$ cat config.mk
export PLATFORM = sky130hd
export DESIGN_NAME = instr_mem_reader
export DESIGN_NICKNAME = d
export VERILOG_FILES = /design/src/rtl/y86_pkg.sv /design/src/rtl/y86_instr_len.sv /design/src/rtl/instr_mem_reader.sv
export SDC_FILE = /design/constraint.sdc
export NUM_CORES = 1
export LEC_CHECK = 0
export BUFFER_PORTS_ARGS = -buffer_cell sky130_fd_sc_hd__clkbuf_2
export CORE_UTILIZATION = 34
export CTS_CLUSTER_DIAMETER = 50
export DETAILED_ROUTE_END_ITERATION = 6
export PLACE_DENSITY = 0.57
export SLEW_MARGIN = 20
export SYNTH_ARGS = -nofsm -noshare
export SYNTH_HDL_FRONTEND = slang
export SYNTH_SLANG_ARGS = --single-unit
$ cat constraint.sdc
create_clock -name clk -period 5.33 [get_ports clk]
set_input_delay 0.2665 -clock clk [delete_from_list [all_inputs] [get_ports clk]]
set_output_delay 0.2665 -clock clk [all_outputs]
set_load 0.01 [all_outputs]
$ cat src/rtl/y86_pkg.sv
// Shared Y86-64 definitions: instruction codes, maximum encoded length,
// length decode function and fetch-supplier state encoding.
package y86_pkg;

    localparam logic [3:0] IHALT   = 4'h0;
    localparam logic [3:0] INOP    = 4'h1;
    localparam logic [3:0] IRRMOVQ = 4'h2;
    localparam logic [3:0] IIRMOVQ = 4'h3;
    localparam logic [3:0] IRMMOVQ = 4'h4;
    localparam logic [3:0] IMRMOVQ = 4'h5;
    localparam logic [3:0] IOPQ    = 4'h6;
    localparam logic [3:0] IJXX    = 4'h7;
    localparam logic [3:0] ICALL   = 4'h8;
    localparam logic [3:0] IRET    = 4'h9;
    localparam logic [3:0] IPUSHQ  = 4'hA;
    localparam logic [3:0] IPOPQ   = 4'hB;

    localparam int MAX_INSTR_BYTES = 10;

    typedef enum logic [1:0] {
        ST_IDLE,
        ST_FETCH,
        ST_RESP
    } state_t;

    // Returns {len[3:0], valid}; unknown codes decode as a 1-byte invalid instruction.
    function automatic logic [4:0] instr_len(input logic [3:0] icode);
        case (icode)
            IHALT, INOP, IRET:               instr_len = {4'd1, 1'b1};
            IRRMOVQ, IOPQ, IPUSHQ, IPOPQ:    instr_len = {4'd2, 1'b1};
            IIRMOVQ, IRMMOVQ, IMRMOVQ:       instr_len = {4'd10, 1'b1};
            IJXX, ICALL:                     instr_len = {4'd9, 1'b1};
            default:                         instr_len = {4'd1, 1'b0};
        endcase
    endfunction

endpackage

$ cat src/rtl/y86_instr_len.sv
// Combinational length decoder: maps an icode to its encoded byte length
// and reports whether the icode is a defined instruction.
module y86_instr_len
    import y86_pkg::*;
(
    input  logic [3:0] icode,
    output logic [3:0] len,
    output logic       icode_ok
);

    assign {len, icode_ok} = instr_len(icode);

endmodule

$ cat src/rtl/instr_mem_reader.sv
// Fetch-side supplier: streams an instruction out of a byte-wide, 1-cycle
// latency RAM into an 80-bit window, reading only the bytes the icode needs.
module instr_mem_reader
    import y86_pkg::*;
#(
    parameter int MEM_BYTES = 1024,
    parameter int ADDR_W    = 10
) (
    input  logic              clk,
    input  logic              rst,
    input  logic              req_valid,
    output logic              req_ready,
    input  logic [63:0]       req_pc,
    output logic              mem_rd_en,
    output logic [ADDR_W-1:0] mem_addr,
    input  logic [7:0]        mem_rd_data,
    output logic              rsp_valid,
    input  logic              rsp_ready,
    output logic [0:79]       rsp_instr,
    output logic [3:0]        rsp_len,
    output logic              rsp_mem_error,
    output logic              rsp_instr_error
);

    state_t                     state, state_next;
    logic [63:0]                pc_q;
    logic [3:0]                 issue_idx, rx_idx, len_q;
    logic [0:79]                instr_q;
    logic [MAX_INSTR_BYTES-1:0] oor_q;
    logic                       mem_err_q, instr_err_q;

    logic [64:0] issue_addr;
    logic        issue_in_range, issue_go, rx_go, rx_keep, rx_last;
    logic [3:0]  len_limit, cur_len, dec_len;
    logic [7:0]  rx_byte;
    logic        dec_ok;

    // Address arithmetic is one bit wider than the PC so a huge PC can never wrap into range.
    assign issue_addr     = {1'b0, pc_q} + 65'(issue_idx);
    assign issue_in_range = issue_addr < 65'(MEM_BYTES);

    // Byte 1 is issued speculatively: the length is unknown until byte 0 has been captured.
    assign len_limit = (rx_idx == 4'd0) ? 4'(MAX_INSTR_BYTES) : len_q;
    assign issue_go  = (state == ST_FETCH) && (issue_idx < len_limit);
    assign rx_go     = (state == ST_FETCH) && (rx_idx < issue_idx);
    assign rx_byte   = oor_q[rx_idx] ? 8'h00 : mem_rd_data;

    y86_instr_len u_len (
        .icode    (rx_byte[7:4]),
        .len      (dec_len),
        .icode_ok (dec_ok)
    );

    assign cur_len = (rx_idx == 4'd0) ? dec_len : len_q;
    assign rx_keep = rx_idx < cur_len;
    assign rx_last = rx_go && (rx_idx == 4'(cur_len - 4'd1));

    // NOTE: every output of this block gets a default first so no path can infer a latch.
    always_comb begin
        state_next = state;
        req_ready  = 1'b0;
        mem_rd_en  = 1'b0;
        mem_addr   = '0;
        case (state)
            ST_IDLE: begin
                req_ready = 1'b1;
                if (req_valid) state_next = ST_FETCH;
            end
            ST_FETCH: begin
                if (issue_go && issue_in_range) begin
                    mem_rd_en = 1'b1;
                    mem_addr  = issue_addr[ADDR_W-1:0];
                end
                if (rx_last) state_next = ST_RESP;
            end
            ST_RESP: begin
                if (rsp_ready) state_next = ST_IDLE;
            end
            default: state_next = ST_IDLE;
        endcase
    end

    // NOTE: state is updated with non-blocking assignments so every register samples pre-edge values.
    always_ff @(posedge clk) begin
        if (rst) begin
            // NOTE: the instruction buffer is reset explicitly because its contents are visible on rsp_instr.
            state       <= ST_IDLE;
            pc_q        <= '0;
            issue_idx   <= '0;
            rx_idx      <= '0;
            len_q       <= '0;
            instr_q     <= '0;
            oor_q       <= '0;
            mem_err_q   <= 1'b0;
            instr_err_q <= 1'b0;
        end else begin
            state <= state_next;
            case (state)
                ST_IDLE: begin
                    if (req_valid) begin
                        pc_q        <= req_pc;
                        issue_idx   <= '0;
                        rx_idx      <= '0;
                        len_q       <= '0;
                        instr_q     <= '0;
                        oor_q       <= '0;
                        mem_err_q   <= 1'b0;
                        instr_err_q <= 1'b0;
                    end
                end
                ST_FETCH: begin
                    if (issue_go) begin
                        if (!issue_in_range) oor_q[issue_idx] <= 1'b1;
                        issue_idx <= issue_idx + 4'd1;
                    end
                    if (rx_go) begin
                        if (rx_keep) begin
                            instr_q[8*int'(rx_idx) +: 8] <= rx_byte;
                            if (oor_q[rx_idx]) mem_err_q <= 1'b1;
                        end
                        if (rx_idx == 4'd0) begin
                            len_q       <= dec_len;
                            instr_err_q <= !dec_ok;
                        end
                        rx_idx <= rx_idx + 4'd1;
                    end
                end
                default: ;
            endcase
        end
    end

    assign rsp_valid       = (state == ST_RESP);
    assign rsp_instr       = instr_q;
    assign rsp_len         = len_q;
    assign rsp_mem_error   = mem_err_q;
    assign rsp_instr_error = instr_err_q;

endmodule

Yosys cells after proc, flatten, opt, wreduce, memory -nomap -nowiden:

Memory sizes are Yosys's and may differ from the RTL's.
Cells that the tools add are included.

* $add $sub $neg: 5
* magnitude comparators: 7
* eq/ne operators: 12
* shifts and indexed selects: 2
* multiplexer cells: 40
* bitwise logic cells: 2
* reduce and logical (&&, ||, !) cells: 17

Operator list (count)
* 80-bit two-way mux: 3
* 80-bit case mux with 2 select lines: 1
* 81-bit by 33-bit variable shift with 80-bit output (first input constant): 1
* 81-bit by 33-bit variable part select with 80-bit output: 1
* 80-bit bitwise mux: 1
* 64-bit by 4-bit adder with 65-bit output: 1
* 65-bit by 11-bit < comparator with 1-bit output (second input constant): 1
* 10-bit two-way mux: 5
* 32-bit negator with 33-bit output: 1
* 7-bit inverter with 32-bit output: 1
* 4-bit two-way mux: 6
* 4-bit case mux with 2 select lines: 3
* 10-bit case mux with 2 select lines: 1
* 4-bit < comparator: 3
* 2-bit inequality test (second input constant): 6
* 4-bit AND reduction: 3
* 1-bit two-way mux: 11
* 4-bit by 5-bit < comparator with 1-bit output (second input constant): 2
* 10-bit bitwise OR: 1
* 3-bit AND reduction: 3
* 4-bit by 1-bit adder with 4-bit output (second input constant): 2
* 8-bit two-way mux: 1
* 2-bit two-way mux: 3
* 2-bit by 1-bit inequality test with 1-bit output (second input constant): 3
* 16 further kinds: 21

* register bits: 170
* memory bits (read-only): 64
* input bits: 76
* output and inout bits: 99
* logic and storage cells: 95
* memories: 1

Memory list
* (no name shown): depth 16, width 4, read ports 1, clocked after memory_dff 0, wr ports 0, line y86_pkg.sv:28 `case (icode)`

Logic depth before layout (Yosys ltp):

Gate-level depths: netlist of run 1.
An unclocked memory read counts as a cell.

* word-level depth: 10
* mapped depth: 18
* gate-level depth less buffers: 14

Hierarchy:

A second synthesis of run 1 with hierarchy kept.

* cells, all modules: 1072
* area total of the unflattened synthesis: 8456.9 sq um

By module, submodules not included
* instr_mem_reader: times used 1, cells each 1062, area an instance 8380.5 sq um, sequential area each 3403.3 sq um
* y86_instr_len: times used 1, cells each 10, area an instance 76.3 sq um, sequential area each 0.0 sq um

Least setup slack after synthesis of run 1:

OpenSTA, ideal clock, no wires.

* kind: register to register
* start: register rx_idx[0]
* end: register instr_q, in the netlist rsp_instr[72]
* setup time: 0.062 ns
* arrival: 3.980 ns
* data required time: 5.268 ns
* setup slack: 1.288 ns
* cell stages (with the launch flop): 17
* buffers on the path: 3
* period minus slack after synthesis: 4.042 ns
* cell sequence: dfxtp_1 clkbuf_1 mux4_2 nand2_1 o31ai_1 a32oi_1 clkbuf_1 a22oi_1 ha_1 nor2b_1 o21ai_0 nand2b_1 a221oi_1 clkbuf_1 o21ai_0 nor3_1 a32o_1

* cells in the longest elaborated chain, start to end: 8
* elaborated cells between the ends (all ways): 20
* classes of those cells: add/sub (1); order compare (2); eq/ne (2); shift (2); mux (8); bitwise (1); reduce/logical (3); memory (1)

Ends and longest elaborated chain
* start, declared: line instr_mem_reader.sv:27 `logic [3:0] issue_idx, rx_idx, len_q;`
* start signal, assigned: line instr_mem_reader.sv:125 `rx_idx <= rx_idx + 4'd1;`
* branches (longest 8 deep; another with 32-bit negator with 33-bit output)
* end signal, assigned by index: line instr_mem_reader.sv:118 `instr_q[8*int'(rx_idx) +: 8] <= rx_byte;`
* end, declared: line instr_mem_reader.sv:28 `logic [0:79] instr_q;`

Parallel ways; which one is timed is not known. The select of a mux whose other input is x is not followed.
A chain may end at the register's enable or synchronous reset.

Worst setup path in the final report of run 1:

* start: register issue_idx[0]
* end: output port mem_addr[4]

* cells in the longest elaborated chain, start to end: 5
* elaborated cells between the ends (all ways): 7
* classes of those cells: add/sub (1); order compare (2); mux (2); reduce/logical (2)

Ends and longest elaborated chain
* start, declared: line instr_mem_reader.sv:27
* start signal, assigned: line instr_mem_reader.sv:114 `issue_idx <= issue_idx + 4'd1;`
* 64-bit by 4-bit adder with 65-bit output or 4-bit < comparator (tied branches): line instr_mem_reader.sv:39, instr_mem_reader.sv:44
* 65-bit by 11-bit < comparator with 1-bit output or 1-bit logical AND (tied branches): line instr_mem_reader.sv:40, instr_mem_reader.sv:44
* 1-bit logical AND: line instr_mem_reader.sv:70 `if (issue_go && issue_in_range) begin`
* 10-bit two-way mux (*): line instr_mem_reader.sv:70
* 10-bit two-way mux (*): line instr_mem_reader.sv:64 `case (state)`
* end, declared: line instr_mem_reader.sv:15 `output logic [ADDR_W-1:0] mem_addr,`

Every way passes the cells marked *; elsewhere a longest branch is shown, timed or not.

==> results.py, run 1 <==
metrics = {
    "power_and_ir_drop": {
        "switchingPower_w": 0.00103,
        "p_comb_frac": 0.137,
        "p_int_w": 0.00213,
        "power.density_mw_per_mm2": 307,
        "irDropWorstVdd_uv": 184,
        "p_total_w": 0.00315,
        "leakage_nw": 3.97,
        "swShare": 0.326,
        "pwr-share-seq": 0.441,
        "clockPowerShare": 0.422,
    },
    "yosys": {
        "synth_edf_count": 0,
        "synth_adder_area_share": 0.0389,
        "yosysWarnings": 0,
        "synth-simple-area-share": 0.277,
        "synth_flop_cell": "dfxtp_1",
        "yosys-mux-area-fraction": 0.0160,
        "ys_seq_area_frac": 0.398,
        "synth_compound_area_frac": 0.196,
        "synthXorXnorAreaFrac": 0.0318,
        "synth_top_family_by_area": "simple AND/OR/NAND/NOR gates",
        "syn_area_sq_mm": 0.00855,
        "avgSynthCellArea_sq_um": 8.07,
        "synth_cell_types": 69,
        "syn_inst": 1059,
        "synth_nets": 1161,
        "ys_async_sr_fraction": 0,
        "synth-seq-cells": 170,
    },
    "floorplan": {
        "die_area_sq_mm": 0.0258,
        "ios": 175,
        "start_util": 0.349,
        "core_sq_mm": 0.0245,
        "fp.dieH_um": 161,
        "rows": 57,
        "dieWidth_um": 161,
    },
    "placed_design": {
        "portBuffers": 174,
        "place_congestion": 0.921,
        "hpwlAfterDp_um": 19400,
    },
    "worst_setup_path": {
        "path_cells": "ha_1, inv_1, fa_1, nand2b_1, a211oi_2, nand4_1, or4_1, o31ai_1, nand4_1, or4_1, or4_4, nor3_1, clkbuf_2",
        "critPathKind": "flop to output pin",
        "crit_path_end_kind": "output pin",
        "critPathRequiredTime_ns": 5.06,
        "cp-start-kind": "flop",
        "crit_family": "simple AND/OR/NAND/NOR gates",
        "cpMaxStageDelayCell": "or4_4",
        "max_stage_delay_ns": 0.66,
        "cp_data_arrival_time_ns": 4.78,
        "worstPathMaxFanout": 11,
        "critPathBufInv": 2,
    },
    "global_route": {
        "use_met1": 0.265,
        "grt_pass1_vias": 7852,
        "antenna_found_initial": 1,
        "grt_pass1_wl_um": 42900,
        "grt.busiest_layer": "met2",
        "grtUsageMet2": 0.350,
        "grt_max_degree": 71,
        "grt_use_met3": 0.0411,
        "grt.overflow.total": 0,
        "grt_usage": 0.209,
    },
    "clock_tree": {
        "cts_setup_buffers": 0,
        "htree_levels": 4,
        "clock_latency_ns": 0.45,
        "cts.sinks": 170,
        "cts_made_buffers": 17,
        "root_buffer": "clkbuf_16",
        "clock_tree.buffer_depth": 2,
        "post_cts_resized": 0,
        "clkTransAtPathRegs_ns": 0.08,
        "cts_hold_buf": 0,
        "cts_tree": "yes",
    },
    "min_path": {
        "hold_path_class": "input pin to flop",
    },
    "sta": {
        "relSlewSlack": 0.404,
        "finalSetupTns_ns": 0,
        "period_minus_slack_ns": 5.05,
        "setup_viol_count_final": 0,
        "rsz0062_at_grt": "false",
        "finClkSkew_ns": 0.0186,
        "min_period_over_period": 0.947,
        "hold_viol": 0,
        "max_freq_mhz": 198,
        "worst_slew_pin_slew_ns": 0.886,
        "finalMaxSlewViolations": 0,
    },
    "routing": {
        "drtIter0Drc": 631,
        "firstDrtPassIters": 7,
        "num_vias": 8357,
        "routed_via_density": 5.46,
        "wirelength_um": 26700,
        "ant_nets": 0,
        "post_drt_wl_per_cell_um": 17.4,
        "drcViolationCount": 6,
    },
    "finish": {
        "final_common_cell": "nand2_1",
        "area.sequential_sq_mm": 0.00340,
        "multi_input_area_sq_mm": 0.00479,
        "nFillCells": 2508,
        "final_cell_mix": "180 x nand2_1, 173 x clkbuf_2, 170 x dfxtp_1, 99 x nor2_1, 91 x a21oi_1",
        "drive_above_1_share": 0.206,
        "fin_nets": 1295,
        "area_growth_pct": 20.3,
    },
    "flow_run": {
        "maxCapViolCount": 0,
    },
    "outcome": {
        "status": "finished with violations",
        "failed_checks": "design-rule violations",
    },
}
==> synthesized netlist by cell type (3+ instances only) <==
cell type / n / area [sq um]
a211o_1: 6 / 52.6
a21o_1: 4 / 30.0
a21oi_1: 91 / 455
a22o_1: 16 / 140
a22oi_1: 10 / 75.1
a31oi_1: 16 / 100
a32o_1: 24 / 240
a32oi_1: 25 / 219
and2_1: 15 / 93.8
and3_1: 10 / 62.6
and4_1: 6 / 52.6
buf_1: 12 / 45.0
buf_2: 5 / 25.0
clkbuf_1: 49 / 184
dfxtp_1: 170 / 3400
ha_1: 25 / 313
inv_1: 24 / 90.1
mux2i_1: 8 / 80.1
nand2_1: 181 / 679
nand2b_1: 9 / 56.3
nand3_1: 30 / 150
nand4_1: 37 / 231
nor2_1: 100 / 375
nor2_2: 9 / 56.3
nor2b_1: 7 / 43.8
nor3_1: 23 / 115
nor3b_1: 9 / 67.6
nor4_1: 14 / 87.6
o21ai_0: 29 / 145
o31a_1: 3 / 26.3
o31ai_1: 6 / 45.0
or3_1: 7 / 43.8
or4_1: 5 / 37.5
xnor2_1: 18 / 158
xor2_1: 13 / 114
==> worst register-to-register path, cell delays in order, from the launching register on <==
cell and delay, ns:
dfxtp_1 0.48, inv_1 0.24, ha_1 0.27, or3b_2 0.54
a22oi_1 0.34, ha_1 0.29, nor2b_1 0.12, o21ai_0 0.14
nand2b_1 0.08, a221oi_1 0.23, buf_4 0.22, nor2_1 0.09
or4_1 0.53, nor2_1 0.52, a22o_1 0.21
==> metrics by stage <==
step	std cells	area, sq um	worst slack (ns)	util	hold WS, ns
finish	1531	10300	0.285	0.420	0.0388
global route	1531	10300	0.0207	0.420	0.0336
CTS	1530	10300	0.240	0.420	0.0226
detailed placement	1498	9630	0.715	0.394	0.447
global placement	1498	9630	0.864	0.394	0.442
floorplan	1059	8550	1.29	-	0.402
==> sequential cells by signal, summed over array words and instances, names as in the netlist <==
| register | count |
|---|---|
| rsp_instr_error | 1 |
| rx_idx | 4 |
| oor_q | 10 |
| rsp_len | 4 |
| issue_idx | 4 |
| pc_q | 64 |
| rsp_instr | 80 |
| state | 2 |
| rsp_mem_error | 1 |
==> power groups by stage <==
stage	sequential (W)	clock, W	combinational, W
2_1_floorplan	0.00139	0	0.000308
3_3_place_gp	0.00142	0	0.000428
3_5_place_dp	0.00142	0	0.000430
4_1_cts	0.00139	0.00137	0.000432
5_1_grt	0.00140	0.00141	0.000481
6_report	0.00139	0.00133	0.000431
==> final timing paths <==
| path | end | slack [ns] | start | cells after the start |
|---|---|---|---|---|
| max | mem_addr[4] | 0.28 | issue_idx[0] | 13 |
| min | pc_q[20] | 0.04 | req_pc[20] | 3 |
| max reg2reg | rsp_instr[52] | 0.97 | rx_idx[0] | 14 |
| min reg2reg | oor_q[8] | 0.46 | oor_q[8] | 2 |
==> routing by layer <==
layer	up-vias	wire length, um
met2	243	13000
met4	0	591
met3	41	1360
met1	3971	11800
met5	-	0
li1	4102	-
==> cell type report <==
| class | instances | area share |
|---|---|---|
| diodes | 1 | 0.000243 |
| flip-flops and latches | 170 | 0.331 |
| repair buffers | 183 | 0.0915 |
| clock inverters | 15 | 0.0213 |
| multi-input cells | 796 | 0.466 |
| well taps | 324 | 0.0394 |
| clock buffers | 17 | 0.0414 |
| inverters | 25 | 0.00913 |
==> cell families after synthesis <==
kind of cell               count (synthesis)
DFF                                      170
and+or+nand+nor                          481
buffers and inverters                     93
xor gates and xnor gates                  31
adders and majority gates                 26
muxes                                     11
AOI/OAI and AO/OA                        247
No activity file was read; power rests on OpenSTA's default activity.
==> run 2: changes to the inputs <==
PLACE_DENSITY = 0.65   (was 0.57)
==> run 2 against run 1 <==
The flow now finishes without violations; utilization is essentially flat; die area is the same; first-iteration DRC count grew 5.1%; non-clock buffer count is the same; combinational power shrank 0.9%; sequential power is essentially flat; final cell count is essentially flat; cell area is essentially flat; largest power group unchanged.
==> results.py, run 2 (same netlist as run 1, synthesis figures left out) <==
metrics = {
    "floorplan": {
        "core_sq_mm": 0.0245,
        "dieWidth_um": 161,
        "die_area_sq_mm": 0.0258,
        "rows": 57,
        "ios": 175,
        "start_util": 0.349,
        "fp.dieH_um": 161,
    },
    "sta": {
        "setup_viol_count_final": 0,
        "relSlewSlack": 0.256,
        "max_freq_mhz": 201,
        "rsz0062_at_grt": "false",
        "finClkSkew_ns": 0.0176,
        "worst_slew_pin_slew_ns": 1.11,
        "finalMaxSlewViolations": 0,
        "min_period_over_period": 0.933,
        "period_minus_slack_ns": 4.97,
        "finalSetupTns_ns": 0,
        "hold_viol": 0,
    },
    "worst_setup_path": {
        "max_stage_delay_ns": 0.66,
        "cp-start-kind": "flop",
        "cp_data_arrival_time_ns": 4.70,
        "path_cells": "ha_1, inv_1, fa_1, nand2b_1, a211oi_2, nand4_1, or4_1, o31ai_1, nand4_1, or4_1, or4_4, nor3_1, clkbuf_2",
        "critPathRequiredTime_ns": 5.06,
        "cpMaxStageDelayCell": "or4_4",
        "worstPathMaxFanout": 11,
        "crit_path_end_kind": "output pin",
        "critPathKind": "flop to output pin",
    },
    "clock_tree": {
        "cts.sinks": 170,
        "clkTransAtPathRegs_ns": 0.08,
        "root_buffer": "clkbuf_16",
        "clock_latency_ns": 0.44,
        "htree_levels": 4,
        "cts_made_buffers": 17,
        "clock_tree.buffer_depth": 2,
        "cts_setup_buffers": 0,
        "post_cts_resized": 0,
        "cts_tree": "yes",
        "cts_hold_buf": 0,
    },
    "finish": {
        "fin_area_sq_mm": 0.0103,
        "fin_nets": 1295,
        "final_common_cell": "nand2_1",
        "drive_above_1_share": 0.205,
        "finalNonFillerCells": 1530,
        "final_cell_mix": "180 x nand2_1, 173 x clkbuf_2, 170 x dfxtp_1, 100 x nor2_1, 91 x a21oi_1",
        "area.sequential_sq_mm": 0.00340,
        "multi_input_area_sq_mm": 0.00479,
        "n_antenna_cell": 0,
        "area_growth_pct": 20.2,
        "largest_reg_flops": 80,
        "nFillCells": 2494,
        "fin_util": 0.420,
    },
    "global_route": {
        "grt_usage": 0.203,
        "grt_max_degree": 75,
        "antenna_found_initial": 0,
        "grt_pass1_wl_um": 42300,
        "grt_pass1_vias": 7945,
        "grt.overflow.total": 0,
    },
    "min_path": {
        "hold_path_class": "input pin to flop",
    },
    "routing": {
        "routed_via_density": 5.50,
        "wirelength_um": 26000,
        "ant_nets": 0,
        "firstDrtPassIters": 5,
        "drcViolationCount": 0,
        "post_drt_wl_per_cell_um": 17.0,
        "drtIter0Drc": 663,
        "num_vias": 8419,
    },
    "power_and_ir_drop": {
        "power.density_mw_per_mm2": 305,
        "leakage_nw": 3.97,
        "irDropWorstVdd_uv": 179,
    },
    "placed_design": {
        "dp.cells": 1498,
        "place_congestion": 0.951,
        "portBuffers": 174,
        "hpwlAfterDp_um": 19100,
        "postPlaceCellArea_sq_mm": 0.00963,
    },
    "flow_run": {
        "maxCapViolCount": 0,
    },
    "outcome": {
        "status": "completed",
    },
}
-- run 2: cell count changes in the layout (fill, tap and decap cells not counted), sizes merged --
cell	previous run	this run
clkinv	5	6
inv	35	34
diode	1	0
-- run 2: worst max-delay path: cells and delay by family, from the launching register on --
family                     cells  cell delay, ns
and+or+nand+nor                7            2.50
adders and majority gates      2            0.61
AOI/OAI and AO/OA              2            0.48
DFF                            1            0.45
buffers and inverters          2            0.23
-- run 2: path summary, 6_finish.rpt --
kind | start | endpoint | slack [ns] | cells past startpoint
max reg2reg | rx_idx[0] | rsp_instr[79] | 1.04 | 13
max | issue_idx[0] | mem_addr[4] | 0.36 | 13
min reg2reg | oor_q[8] | oor_q[8] | 0.46 | 2
min | req_pc[18] | pc_q[18] | 0.04 | 3
-- run 2: where the power goes --
| part | leakage, nW | internal, W | switching [W] |
|---|---|---|---|
| clock | 0.308 | 0.000660 | 0.000655 |
| combinational | 2.28 | 0.000147 | 0.000280 |
| sequential | 1.38 | 0.00132 | 0.0000772 |
-- run 2: layout make-up --
class	instances	area share
well taps	324	0.0394
inverters	25	0.00913
repair buffers	183	0.0915
multi-input cells	796	0.466
clock inverters	15	0.0213
clock buffers	17	0.0414
flip-flops and latches	170	0.331
-- run 2: through the flow --
| stage | setup slack (ns) | hold slack (ns) | total power [W] |
|---|---|---|---|
| final | 0.359 | 0.0439 | 0.00314 |
| after detailed placement | 0.833 | 0.441 | 0.00185 |
| after global placement | 0.942 | 0.440 | 0.00184 |
| after floorplan | 1.29 | 0.402 | 0.00170 |
| after CTS | 0.347 | 0.0321 | 0.00316 |
| after global routing | 0.145 | 0.0393 | 0.00327 |
-- run 2: per-layer routing --
metal  vias to the layer above  share of wire  routed length, um  GRT usage
li1                       4102              -                  -          -
met1                      3978           0.43              11100      0.256
met2                       295           0.48              12600      0.342
met3                        44          0.067               1730     0.0465
met4                         0          0.021                541     0.0645
met5                         -              0                  0          0
==> run 3: changes to the inputs <==
ABC_AREA = 1   (was default)
PLACE_DENSITY = 0.64   (was 0.65)
==> run 3 against run 2 <==
Register-to-register slack worse by 0.32 ns; final cell count is 30% higher; via count rose by 18%; critical path depth rose by 6; sequential cell count did not move; clock power hardly changed; utilization is 0.37 points lower; non-clock buffer count decreased by 1; synthesized cell count up 36%; maximum frequency up 7.7%; first-iteration DRC count rose by 12%.
==> results.py, run 3 <==
metrics = {
    "finish": {
        "final_common_cell": "nor2_1",
        "area.sequential_sq_mm": 0.00340,
        "fin_util": 0.416,
        "largest_reg_flops": 80,
        "final_cell_mix": "332 x nor2_1, 319 x nand2_1, 174 x clkbuf_2, 170 x dfxtp_1, 122 x inv_1",
        "fin_area_sq_mm": 0.0113,
        "area_growth_pct": 19.7,
        "drive_above_1_share": 0.153,
        "fin_nets": 1702,
        "multi_input_area_sq_mm": 0.00537,
        "nFillCells": 2901,
        "n_antenna_cell": 0,
    },
    "floorplan": {
        "die_area_sq_mm": 0.0284,
        "ios": 175,
        "start_util": 0.348,
        "fp.dieH_um": 169,
        "dieWidth_um": 169,
        "core_sq_mm": 0.0271,
        "rows": 60,
    },
    "placed_design": {
        "postPlaceCellArea_sq_mm": 0.0106,
        "portBuffers": 174,
        "place_congestion": 0.952,
        "hpwlAfterDp_um": 24500,
    },
    "sta": {
        "period_minus_slack_ns": 4.62,
        "finClkSkew_ns": 0.0200,
        "rsz0062_at_grt": "false",
        "relSlewSlack": 0.295,
        "worst_slew_pin_slew_ns": 1.05,
        "finalSetupTns_ns": 0,
        "hold_viol": 0,
        "max_freq_mhz": 217,
        "setup_viol_count_final": 0,
        "min_period_over_period": 0.866,
        "finalMaxSlewViolations": 0,
    },
    "power_and_ir_drop": {
        "clockPowerShare": 0.408,
        "p_comb_frac": 0.160,
        "power.density_mw_per_mm2": 292,
        "p_int_w": 0.00217,
        "leakage_nw": 4.64,
        "swShare": 0.340,
        "switchingPower_w": 0.00112,
        "irDropWorstVdd_uv": 198,
        "pwr-share-seq": 0.433,
    },
    "yosys": {
        "ys_async_sr_fraction": 0,
        "ys_seq_area_frac": 0.361,
        "syn_area_sq_mm": 0.00943,
        "synth_top_cells_by_count": "332 x nor2_1, 320 x nand2_1, 170 x dfxtp_1, 122 x inv_1, 83 x a21oi_1",
        "yosysWarnings": 0,
        "synth_edf_count": 0,
        "yosysMostFrequentCell": "nor2_1",
        "synth_top_cell_by_area": "dfxtp_1",
        "avgSynthCellArea_sq_um": 6.53,
        "synth_area_leaders": "dfxtp_1 36%, nor2_1 13%, nand2_1 13%, inv_1 4.9%, a22oi_1 4.5%",
        "syn_inst": 1444,
        "synth_top_area_frac": 0.361,
        "synth_cell_types": 40,
        "synth_nets": 1546,
        "synth-seq-cells": 170,
        "synth_flop_cell": "dfxtp_1",
    },
    "worst_setup_path": {
        "max_stage_delay_ns": 0.51,
        "critPathRequiredTime_ns": 5.06,
        "cp_common_cell": "nand2_1",
        "path_cells": "ha_1, inv_1, fa_1, inv_1, nand3_1, nand2_1, nand2_1, nor2_2, nand2_1, xnor2_1, nor2_1, nand2_1, nor2_1, nand2_1, nor2_1, nand2_1, or2_1, nor3_1, clkbuf_2",
        "critPathBufInv": 3,
        "cpMaxStageDelayCell": "dfxtp_1",
        "critPathKind": "flop to output pin",
        "crit_family": "simple AND/OR/NAND/NOR gates",
        "worstPathMaxFanout": 11,
        "crit_path_end_kind": "output pin",
        "cp_data_arrival_time_ns": 4.35,
        "cp-start-kind": "flop",
    },
    "routing": {
        "drcViolationCount": 0,
        "post_drt_wl_per_cell_um": 15.8,
        "wirelength_um": 31300,
        "drtIter0Drc": 741,
        "num_vias": 9897,
        "ant_nets": 0,
        "routed_via_density": 4.99,
        "firstDrtPassIters": 5,
    },
    "flow_run": {
        "maxCapViolCount": 0,
    },
    "clock_tree": {
        "cts_hold_buf": 0,
        "clock_latency_ns": 0.45,
        "cts_tree": "yes",
        "post_cts_resized": 0,
        "cts.sinks": 170,
        "root_buffer": "clkbuf_16",
        "cts_setup_buffers": 0,
        "htree_levels": 4,
        "clkTransAtPathRegs_ns": 0.08,
        "clock_tree.buffer_depth": 2,
        "cts_made_buffers": 17,
    },
    "global_route": {
        "grt_max_degree": 68,
        "antenna_found_initial": 0,
        "grt.overflow.total": 0,
        "grt_pass1_vias": 9332,
        "grt_pass1_wl_um": 49600,
        "grt_usage": 0.223,
    },
    "outcome": {
        "status": "completed",
    },
    "min_path": {
        "hold_path_class": "input pin to flop",
    },
}
-- run 3: metal layers --
metal / wire length, um / vias up / track usage
met5: 0 / - / 0
met2: 15200 / 306 / 0.385
met1: 13600 / 4513 / 0.280
li1: - / 5023 / -
met3: 1680 / 55 / 0.0358
met4: 850 / 0 / 0.0775
-- run 3: per-stage QoR --
| step | total power (W) | instances | setup slack [ns] | hold WS (ns) |
|---|---|---|---|---|
| after CTS | 0.00331 | 1985 | 0.729 | 0.0713 |
| after global routing | 0.00346 | 1985 | 0.315 | 0.0706 |
| final | 0.00330 | 1985 | 0.713 | 0.0667 |
| after floorplan | 0.00180 | 1444 | 2.01 | 0.429 |
| after global placement | 0.00197 | 1953 | 1.05 | 0.445 |
| after detailed placement | 0.00198 | 1953 | 0.839 | 0.445 |
-- run 3: cells by family after synthesis --
family	Yosys count	synth area share
simple gates	798	0.352
flops	170	0.361
xor+xnor	34	0.0316
compound gates	245	0.150
fa+ha+maj	26	0.0353
buf+inv	171	0.0694
-- run 3: cell type report --
type / instances / area share
clock inverters: 15 / 0.0190
flip-flops and latches: 170 / 0.302
repair buffers: 182 / 0.0825
inverters: 126 / 0.0419
multi-input cells: 1103 / 0.476
well taps: 372 / 0.0412
clock buffers: 17 / 0.0377
-- run 3: path summary, 6_finish.rpt --
check	from	endpoint	slack, ns	cells past startpoint
worst max-delay path	issue_idx[0]	mem_addr[2]	0.71	19
worst min-delay path	req_pc[31]	pc_q[31]	0.07	3
worst max register to register	rx_idx[0]	rsp_instr[32]	0.72	25
worst min register to register	rsp_instr[59]	rsp_instr[59]	0.46	2
-- run 3: tightest hold or removal path, delay by kind of cell --
kind,cells,cell delay (ns)
AOI/OAI and AO/OA,1,0.07
and+or+nand+nor,1,0.07
buffers and inverters,1,0.07
-- run 3: power groups by stage --
stage / logic (W) / clock network (W) / registers [W]
finish: 0.000526 / 0.00134 / 0.00143
global route: 0.000593 / 0.00142 / 0.00144
CTS: 0.000526 / 0.00136 / 0.00142
detailed placement: 0.000523 / 0 / 0.00145
global placement: 0.000515 / 0 / 0.00145
floorplan: 0.000368 / 0 / 0.00143
